<file path="src/rtl/comp_status_reporter.sv">
// Comparator-side status reporter: buffers {task, collision} results and replays them to the CSR block
// over a four-phase write/ack handshake. Optional ack watchdog enabled by `define COMP_STATUS_TIMEOUT_EN.
module comp_status_reporter #(
  parameter int KEY_WIDTH      = 4,
  parameter int FIFO_DEPTH     = 4,
  parameter int TIMEOUT_CYCLES = 64
) (
  input  logic                          clk,
  input  logic                          reset,
  input  logic                          result_valid,
  output logic                          result_ready,
  input  logic [KEY_WIDTH-1:0]          result_task,
  input  logic                          result_collision,
  output logic                          comp_status_write,
  input  logic                          comp_status_ack,
  output logic [KEY_WIDTH-1:0]          comp_current_task,
  output logic                          comp_collision_detected,
  output logic [$clog2(FIFO_DEPTH):0]   fifo_count,
  output logic [7:0]                    drop_count,
  input  logic                          sticky_clear,
  output logic                          timeout_err
);

  localparam int PTR_W = $clog2(FIFO_DEPTH);
  localparam int CNT_W = PTR_W + 1;

  typedef struct packed {
    logic [KEY_WIDTH-1:0] key;
    logic                 collision;
  } entry_t;

  typedef enum logic [1:0] {
    ST_IDLE,
    ST_REQ,
    ST_WAIT_LOW
  } state_t;

  entry_t               mem_q [FIFO_DEPTH];
  logic [PTR_W-1:0]     wr_ptr_q, rd_ptr_q;
  logic [CNT_W-1:0]     count_q, count_d;
  logic [7:0]           drop_q;
  state_t               state_q, state_d;
  logic                 write_q, write_d;
  logic [KEY_WIDTH-1:0] task_q, task_d;
  logic                 coll_q, coll_d;

  logic   full, push, pop, timeout_hit;
  entry_t head;

  assign full = (count_q == CNT_W'(FIFO_DEPTH));
  // A full FIFO refuses pushes even when the head retires in the same cycle.
  assign push = result_valid & ~full;
  assign head = mem_q[rd_ptr_q];

  // NOTE: storage needs no reset; the count/pointers alone decide which entries are valid.
  always_ff @(posedge clk) begin
    if (push) mem_q[wr_ptr_q] <= '{key: result_task, collision: result_collision};
  end

  always_comb begin
    count_d = count_q;
    case ({push, pop})
      2'b10:   count_d = count_q + 1'b1;
      2'b01:   count_d = count_q - 1'b1;
      default: count_d = count_q;
    endcase
  end

  // NOTE: all state registers use non-blocking assignment so every flop samples pre-edge values.
  always_ff @(posedge clk or negedge reset) begin
    if (!reset) begin
      wr_ptr_q <= '0;
      rd_ptr_q <= '0;
      count_q  <= '0;
      state_q  <= ST_IDLE;
      write_q  <= 1'b0;
      task_q   <= '0;
      coll_q   <= 1'b0;
    end else begin
      if (push) wr_ptr_q <= wr_ptr_q + 1'b1;
      if (pop)  rd_ptr_q <= rd_ptr_q + 1'b1;
      count_q <= count_d;
      state_q <= state_d;
      write_q <= write_d;
      task_q  <= task_d;
      coll_q  <= coll_d;
    end
  end

  // NOTE: every output of this block gets a default first, so no path can infer a latch.
  always_comb begin
    state_d = state_q;
    write_d = write_q;
    task_d  = task_q;
    coll_d  = coll_q;
    pop     = 1'b0;
    case (state_q)
      ST_IDLE: begin
        if (count_q != '0) begin
          state_d = ST_REQ;
          write_d = 1'b1;
          task_d  = head.key;
          coll_d  = head.collision;
        end
      end
      ST_REQ: begin
        if (comp_status_ack) begin
          pop     = 1'b1;
          write_d = 1'b0;
          task_d  = '0;
          coll_d  = 1'b0;
          state_d = ST_WAIT_LOW;
        end else if (timeout_hit) begin
          pop     = 1'b1;
          write_d = 1'b0;
          task_d  = '0;
          coll_d  = 1'b0;
          state_d = ST_IDLE;
        end
      end
      ST_WAIT_LOW: begin
        if (!comp_status_ack) state_d = ST_IDLE;
      end
      default: begin
        state_d = ST_IDLE;
        write_d = 1'b0;
        task_d  = '0;
        coll_d  = 1'b0;
      end
    endcase
  end

  always_ff @(posedge clk or negedge reset) begin
    if (!reset) begin
      drop_q <= '0;
    end else if (sticky_clear) begin
      drop_q <= '0;
    end else if (result_valid && full && drop_q != 8'hFF) begin
      drop_q <= drop_q + 1'b1;
    end
  end

`ifdef COMP_STATUS_TIMEOUT_EN
  localparam int TMR_W = (TIMEOUT_CYCLES > 1) ? $clog2(TIMEOUT_CYCLES) : 1;

  logic [TMR_W-1:0] timer_q;
  logic             timeout_err_q;

  // Timer reads 0 on the first REQ cycle, so the watchdog fires on the TIMEOUT_CYCLES-th cycle.
  assign timeout_hit = (state_q == ST_REQ) && !comp_status_ack &&
                       (timer_q == TMR_W'(TIMEOUT_CYCLES - 1));

  always_ff @(posedge clk or negedge reset) begin
    if (!reset) begin
      timer_q       <= '0;
      timeout_err_q <= 1'b0;
    end else begin
      timer_q <= (state_q == ST_REQ) ? timer_q + 1'b1 : '0;
      if (sticky_clear)     timeout_err_q <= 1'b0;
      else if (timeout_hit) timeout_err_q <= 1'b1;
    end
  end

  assign timeout_err = timeout_err_q;
`else
  assign timeout_hit = 1'b0;
  assign timeout_err = 1'b0;
`endif

  assign result_ready            = ~full;
  assign comp_status_write       = write_q;
  assign comp_current_task       = task_q;
  assign comp_collision_detected = coll_q;
  assign fifo_count              = count_q;
  assign drop_count              = drop_q;

endmodule

</file>
<file path="config.mk">
export PLATFORM = sky130hd
export DESIGN_NAME = comp_status_reporter
export DESIGN_NICKNAME = d
export VERILOG_FILES = /design/src/rtl/comp_status_reporter.sv
export SDC_FILE = /design/constraint.sdc
export NUM_CORES = 1
export LEC_CHECK = 0
export CORE_ASPECT_RATIO = 0.8
export CORE_MARGIN = 4
export CORE_UTILIZATION = 50
export DETAILED_ROUTE_END_ITERATION = 6
export HOLD_SLACK_MARGIN = 0.08
export PLACE_DENSITY = 0.75
export SKIP_CTS_REPAIR_TIMING = 1
export SKIP_LAST_GASP = 1
export SYNTH_ARGS = -nofsm -noshare
export SYNTH_HDL_FRONTEND = slang
export SYNTH_SLANG_ARGS = --single-unit
</file>
<file path="constraint.sdc">
create_clock -name clk -period 2.8 [get_ports clk]
set_clock_uncertainty 0.1 [all_clocks]
set_input_delay 0.42 -clock clk [delete_from_list [all_inputs] [get_ports clk]]
set_output_delay 0.42 -clock clk [all_outputs]
set_load 0.02 [all_outputs]
</file>
=== Word level (Yosys, flattened, before mapping) ===
Memory sizes are Yosys's and may differ from the RTL's.
Cells that the tools add are included.
W data, S select, Z words.

* Bits in read-only memories: 0
* Bits in latches: 0
* Word-level logic and storage cells: 53
* Register bits after elaboration: 23
* Bits in writable memories: 20
* Bits of input ports: 10
* Memories: 1

* Shift operators: 0
* Divide/modulo/power cells: 0
* Muxes and demuxes: 19
* Multipliers: 0
* Bitwise gates (word level): 3
* $add $sub $neg: 5
* Reduce and logical (&&, ||, !) cells: 8
* $lt $le $gt $ge: 0
* Eq/ne operators: 9

{| class="wikitable"
|+ Memories
! memory !! words !! bits a word !! read ports !! clocked after memory_dff !! wr ports !! RTL line !! source
|-
| mem_q || 4 || 5 || 1 || 0 || 1 || 38 || <nowiki>entry_t mem_q [FIFO_DEPTH];</nowiki>
|}

{| class="wikitable"
|+ Operators by type and width
! operator !! count
|-
| $mux W8 || 2
|-
| $pmux W4 S3 || 1
|-
| $add A8 B1 Y8 const B || 1
|-
| $mux W4 || 2
|-
| $ne A8 B8 Y1 const B || 1
|-
| $mux W1 || 7
|-
| $mux W2 || 3
|-
| $ne A2 B2 Y1 const B || 3
|-
| $pmux W1 S3 || 2
|-
| $pmux W2 S3 || 1
|-
| $pmux W3 S2 || 1
|-
| $reduce_and A3 Y1 || 2
|-
| $add A2 B1 Y2 const B || 2
|-
| $eq A2 B1 Y1 const B || 2
|-
| $eq A2 B2 Y1 const B || 2
|-
| $reduce_bool A2 Y1 || 2
|-
| $add A3 B1 Y3 const B || 1
|-
| $eq A3 B3 Y1 const B || 1
|-
| $reduce_bool A3 Y1 || 1
|-
| $sub A3 B1 Y3 const B || 1
|-
| $logic_and A1 B1 Y1 || 2
|-
| $logic_not A2 Y1 || 1
|-
| $not A1 Y1 || 2
|-
| $and A1 B1 Y1 || 1
|}

=== Logic depth before layout (Yosys ltp) ===
Gate-level depths: netlist (run 1).

* Depth after elaboration: 5
* Depth in mapped cells: 9

=== Least setup slack after synthesis (run 1) ===
No wires, ideal clock.

* Path kind: register -> register
* Start: reg count_q[0] (netlist: fifo_count[0])
* End: reg count_q[2] (netlist: fifo_count[2])
* Arrival: 2.064 ns
* Stages on the path, launching flop included: 10
* Buffers on the path: 0
* Setup time: 0.080 ns
* Slack: 0.556 ns
* Clock period less this slack: 2.244 ns
* Path through: dfrtp_1 > inv_1 > nand3_1 > nand2_1 > ha_1 > inv_1 > fa_1 > xor2_1 > nor2_1 > xor2_1

* Longest elaborated chain between the ends: 5

{| class="wikitable"
|+ RTL lines
! element !! RTL line !! source
|-
| from (decl) || 40 || <nowiki>logic [CNT_W-1:0] count_q, count_d;</nowiki>
|-
| from (signal assigned) || 82 || <nowiki>count_q <= count_d;</nowiki>
|-
| $eq A3 B3 Y1 * || 50 || <nowiki>assign full = (count_q == CNT_W'(FIFO_DEPTH));</nowiki>
|-
| $not A1 Y1 * || -- ||
|-
| named net result_ready || 11 || <nowiki>output logic result_ready,</nowiki>
|-
| $and A1 B1 Y1 * || 52 || <nowiki>assign push = result_valid & ~full;</nowiki>
|-
| $eq A2 B1 Y1 or $eq A2 B2 Y1 (tied branches) || 62 || <nowiki>case ({push, pop})</nowiki>
|-
| $pmux W3 S2 or $reduce_bool A2 Y1 (tied branches) || -- ||
|}

The timed path passes the listed nets; every way through them passes the cells marked *.
A chain may end at the register's enable or synchronous reset.

=== Final worst setup path (run 1) ===
* Start: reg count_q[1] (netlist: fifo_count[1])
* End: reg count_q[2] (netlist: fifo_count[2])

* Longest elaborated chain between the ends: 5

{| class="wikitable"
|+ RTL lines
! element !! RTL line
|-
| $eq A3 B3 Y1 || 50
|-
| $not A1 Y1 || 52
|-
| $and A1 B1 Y1 || 52
|-
| $eq A2 B1 Y1 or $eq A2 B2 Y1 (tied branches) || 62
|-
| $pmux W3 S2 or $reduce_bool A2 Y1 (tied branches) || --
|}

Several ways; a longest one is shown, not always the timed one.

==> flow_summary.yaml, run 1 <==
status:
  outcome: "completed"
route:
  via_per_inst: 5.65
  met3_length_um: 210
  drc: 0
  first_iter_violations: 95
  drt_first_pass_iters: 4
  wirelength_um: 3620
  drt-met1-wl_um: 1600
  wl_met2_um: 1730
  top_layer: "met4"
  antenna_left: 0
  vias: 1152
  wire_per_inst_um: 17.7
cells_and_area:
  diodes: 0
  nets: 178
  final_area_um2: 2250
  syn2layout_area_growth_pct: 20.2
  drive_above_1_share: 0.105
synthesis:
  syn_area_um2: 1870
  synth_top_family_by_area: "simple AND/OR/NAND/NOR gates"
  synth_enable_flop_cells: 20
  synth_seq_cells: 43
  synth_fa_ha_area_frac: 0.0508
  synthMuxAreaShare: 0.0769
  ys_seq_area_frac: 0.629
  async_reset_ff_frac: 0.535
  synthCells: 131
  ys.flop_type: "dfrtp_1"
  synth_simple_gate_area_share: 0.0990
  synth_cell_type_count: 38
  syn_area_per_cell_um2: 14.3
  yosysWarnings: 0
  synth_compound_area_frac: 0.0776
  yosys.area_share.xor_xnor: 0.0328
  syn_nets: 148
die:
  die_h_um: 62.7
  core_area_um2: 3520
  dieArea_um2: 4790
  die_w_um: 76.4
  io_pins: 29
  num_rows: 19
  start_util: 0.532
sta:
  fin_tns_setup_ns: 0
  worst_slew_pin_slew_ns: 0.516
  fin_crit_ns: 2.27
  final_hold_viol_count: 0
  slew_violations: 0
  rsz0062_at_grt: "false"
  fmax_mhz: 441
  finalSetupViolCount: 0
  post-route-period-util: 0.811
  relSlewSlack: 0.654
clocking:
  clock_path_buffers: 2
  insertion_delay_ns: 0.30
  tritoncts: "done"
  cts_root_buf: "clkbuf_8"
  clkTransAtPathRegs_ns: 0.08
  cts.htree.levels: 2
  cts_sinks: 43
  cts_made_buffers: 5
worst_setup_path:
  crit_start: "fifo_count[1]"
  worstPathRequired_ns: 2.92
  critPathCaptureType: "flip-flop"
  crit_type: "reg -> reg"
  arrival_ns: 2.39
  startpoint_type: "flip-flop"
  critPathMaxFanout: 6
  rrSetupSlack_ns: 0.53
  r2r_start: "fifo_count[1]"
pwr:
  powerDensity_nw_per_um2: 949
  p_leak_nw: 0.900
  peakVddDrop_v: 0.000519
min_path:
  hp-class: "in -> async"
placement:
  gp_congestion: 0.733
  place_hpwl_um: 2620
  port_buffers: 27
  place_area_um2: 2170
flow_run:
  maxCapViolations: 0
global_routing:
  grt-ovfl-total: 0
  grt_pass1_wl_um: 6040
  grt_pass1_vias: 1170
  grt_max_degree: 24
  antenna_found_initial: 0
  grt.total_usage: 0.171
==> synthesized netlist by cell type (2+ instances only) <==
master | count | area, um^2
a21oi_1 | 6 | 30.0
a22o_1 | 5 | 43.8
and3_1 | 4 | 25.0
dfrtp_1 | 23 | 576
edfxtp_1 | 20 | 601
ha_1 | 6 | 75.1
inv_1 | 7 | 26.3
mux2i_1 | 2 | 20.0
mux4_2 | 5 | 113
nand2_1 | 5 | 18.8
nand2b_1 | 2 | 12.5
nand3_1 | 5 | 25.0
nor2_1 | 5 | 18.8
o21ai_0 | 3 | 15.0
o31ai_1 | 3 | 22.5
or4_1 | 3 | 22.5
xnor2_1 | 3 | 26.3
xor2_1 | 4 | 35.0
==> layer usage <==
layer	vias to the layer above	track usage
li1	542	-
met4	0	0.0882
met1	573	0.223
met3	8	0.0648
met2	29	0.250
met5	-	0
==> cell families (layout without fill, tap and decap cells) <==
| logic type | Yosys count | after routing |
|---|---|---|
| buffers and inverters | 12 | 43 |
| AOI/OAI and AO/OA | 21 | 21 |
| adders and majority gates | 7 | 7 |
| DFF | 43 | 43 |
| and+or+nand+nor | 32 | 32 |
| muxes | 8 | 8 |
| xor gates and xnor gates | 7 | 7 |
| other | 1 | 1 |
==> path summary, 6_finish.rpt <==
| path | to | cells past startpoint |
|---|---|---|
| setup / recovery | fifo_count[2] | 9 |
| hold / removal | state_q[1] | 2 |
| setup reg to reg | fifo_count[2] | 9 |
| hold reg to reg | comp_status_write | 1 |
| max in group asynchronous | drop_count[0] | 2 |
| min in group clk | comp_status_write | 1 |
==> critical path: stages, from the launching register on <==
cell and delay, ns:
dfrtp_1 0.43, inv_1 0.13, nand3_1 0.20, nand2_1 0.22, ha_1 0.22, inv_1 0.07, fa_1 0.37, xor2_1 0.15
nor2_1 0.13, xor2_1 0.16
==> final cells by class <==
class / instances / area [um^2]
multi-input cells: 76 / 634
clock inverters: 1 / 5.00
flip-flops and latches: 43 / 1180
fillers: 271 / 1270
repair buffers: 28 / 278
well taps: 42 / 52.6
clock buffers: 7 / 76.3
inverters: 7 / 26.3
==> cell usage in the layout (no fill, tap or decap) <==
cell	count
a21o_1	1
a21oi_1	6
a22o_1	5
and2b_1	1
and3_1	4
buf_4	1
clkbuf_1	2
clkbuf_8	5
clkdlybuf4s50_1	27
clkinv_2	1
conb_1	1
dfrtp_1	23
edfxtp_1	20
fa_1	1
ha_1	6
inv_1	7
mux2_2	1
mux2i_1	2
mux4_2	5
nand2_1	5
nand2b_1	2
nand3_1	5
nand4_1	1
nand4bb_1	1
nor2_1	5
nor3_1	1
nor3_2	1
o21a_1	1
o21ai_0	3
o21bai_1	1
o21bai_2	1
o31ai_1	3
or3_1	1
or3_2	1
or4_1	3
or4_2	1
xnor2_1	3
xor2_1	4
==> state kept, by name, summed over array words and instances (netlist names) <==
signal,cells
mem_q,20
comp_collision_detected,1
wr_ptr_q,2
fifo_count,3
comp_current_task,4
drop_count,8
comp_status_write,1
rd_ptr_q,2
state_q,2
==> where the power goes <==
part | switching, mW | internal [mW]
combinational | 0.379 | 0.390
sequential | 0.150 | 0.839
clock | 0.201 | 0.175
total | 0.730 | 1.40
==> through the flow <==
| stage | power (mW) | instances | util | worst slack, ns | hold WS [ns] |
|---|---|---|---|---|---|
| 2_1_floorplan | 1.49 | 131 | - | 0.556 | 0.0244 |
| 3_3_place_gp | 1.72 | 196 | 0.616 | 0.375 | 0.362 |
| 3_5_place_dp | 1.78 | 196 | 0.616 | 0.298 | 0.383 |
| 4_1_cts | 2.15 | 204 | 0.639 | 0.533 | 0.367 |
| 5_1_grt | 2.27 | 204 | 0.639 | 0.386 | 0.375 |
| 6_report | 2.13 | 204 | 0.639 | 0.530 | 0.364 |
(Power assumes the default switching activity.)
==> run 2: changes to the inputs <==
Settings changed: CORE_UTILIZATION 50 to 47, PLACE_DENSITY 0.75 to 0.74.
Clock period 2.8 ns to 1.9 ns, I/O delays scaled along.
==> run 2 against run 1 <==
Compared with the run above: routed wire length down 0.36%; setup slack worse by 0.46 ns; via count up 4.4%; register-to-register slack worse by 0.46 ns; cell area up 9.5%; sequential cell count unchanged; utilization up 0.41 points; sequential share of layout area down 4.4 points; cell count up 14%; critical path type unchanged.
==> flow_summary.yaml, run 2 (synthesis gave the netlist of run 1 again) <==
status:
  outcome: "completed"
worst_setup_path:
  reg2reg_to: "fifo_count[2]"
  r2r_start: "fifo_count[1]"
  startpoint_type: "flip-flop"
  critPathCaptureType: "flip-flop"
  rr_worst_depth: 9
  crit_type: "reg -> reg"
  arrival_ns: 1.95
  rrSetupSlack_ns: 0.07
  critPathMaxFanout: 4
  worstPathRequired_ns: 2.02
placement:
  port_buffers: 27
  pre_cts_ws_ns: -0.282
  gp_congestion: 0.862
  place_area_um2: 2300
  dp_cells: 219
  place_hpwl_um: 2660
cells_and_area:
  nets: 193
  layout_common_cells: "25 x clkdlybuf4s50_1, 20 x dfrtp_1, 20 x edfxtp_1"
  fin_cells: 232
  final_area_um2: 2460
  final_common_cell: "clkdlybuf4s50_1"
  fillers: 283
  drive_above_1_share: 0.254
  largest-register: "mem_q"
  diodes: 0
  largest_register_ffs: 20
  seq_area_um2: 1180
  multi_input_area_um2: 692
  syn2layout_area_growth_pct: 31.6
  utilization: 0.643
route:
  via_per_inst: 5.19
  drt-met1-wl_um: 1660
  drt_first_pass_iters: 4
  wl_met2_um: 1730
  drc: 0
  first_iter_violations: 62
  wire_per_inst_um: 15.5
  met3_length_um: 187
  top_layer: "met4"
  vias: 1203
  antenna_left: 0
  wirelength_um: 3610
flow_run:
  maxCapViolations: 0
clocking:
  cts.htree.levels: 2
  insertion_delay_ns: 0.29
  clkTransAtPathRegs_ns: 0.09
  cts_made_buffers: 5
  tritoncts: "done"
  clock_path_buffers: 2
  cts_root_buf: "clkbuf_8"
  cts_sinks: 43
die:
  die_w_um: 78.5
  start_util: 0.489
  core_area_um2: 3830
  num_rows: 20
  die_h_um: 64.4
  dieArea_um2: 5060
  io_pins: 29
pwr:
  p_total_mw: 3.41
  p_leak_nw: 0.993
  peakVddDrop_v: 0.000961
  powerDensity_nw_per_um2: 1380
sta:
  rsz0062_at_grt: "true"
  finalSetupViolCount: 0
  setup_ws_ns: 0.0664
  slew_violations: 0
  final_hold_viol_count: 0
  post-route-period-util: 0.965
  fin_crit_ns: 1.83
  fmax_mhz: 545
global_routing:
  antenna_found_initial: 0
  grt-ovfl-total: 0
  grt_max_degree: 24
  grt.total_usage: 0.154
  grt_pass1_vias: 1217
  grt_pass1_wl_um: 6020
min_path:
  hp-class: "in -> async"
run 2: cell count changes in the layout (fill, tap and decap cells not counted), sizes merged:
cell,previous run,this run
dlymetal6s2s,0,2
clkdlybuf4s50,27,25
inv,7,9
buf,1,16
clkbuf,7,5
run 2: layout make-up:
class | count | share of cell area
flip-flops and latches | 43 | 0.479
repair buffers | 43 | 0.161
clock inverters | 3 | 0.0107
well taps | 55 | 0.0279
multi-input cells | 76 | 0.281
inverters | 7 | 0.0127
clock buffers | 5 | 0.0279
run 2: worst max-delay path by stage:
stage	cells past startpoint	start	to
global placement	9	comp_status_ack	fifo_count[2]
global route	9	fifo_count[0]	fifo_count[2]
floorplan	9	fifo_count[0]	fifo_count[2]
detailed placement	5	result_valid	drop_count[5]
CTS	8	state_q[1]	fifo_count[2]
finish	9	fifo_count[1]	fifo_count[2]
run 2: through the flow:
step	hold WS [ns]	setup TNS [ns]
4_1_cts	0.255	-0.0421
2_1_floorplan	-0.111	0
5_1_grt	0.272	-0.0507
6_report	0.246	0
3_3_place_gp	0.361	-0.775
3_5_place_dp	0.369	-1.35
run 2: worst max-delay path, stage by stage, from the launching register on:
cell	delay (ns)
dfrtp_2	0.44
inv_4	0.09
nand3_4	0.09
nand2_4	0.10
ha_4	0.13
inv_1	0.05
fa_2	0.33
xor2_1	0.15
nor2_1	0.13
xor2_1	0.15
run 2: metal layers:
metal	up-vias	global-route usage
li1	569	-
met1	599	0.214
met2	31	0.232
met3	4	0.0514
met4	0	0.0437
met5	-	0
run 2: where the power goes:
part	internal, mW	switching, mW	total [mW]
sequential	1.24	0.231	1.47
combinational	0.721	0.615	1.34
clock	0.270	0.325	0.595
total	2.23	1.17	3.41
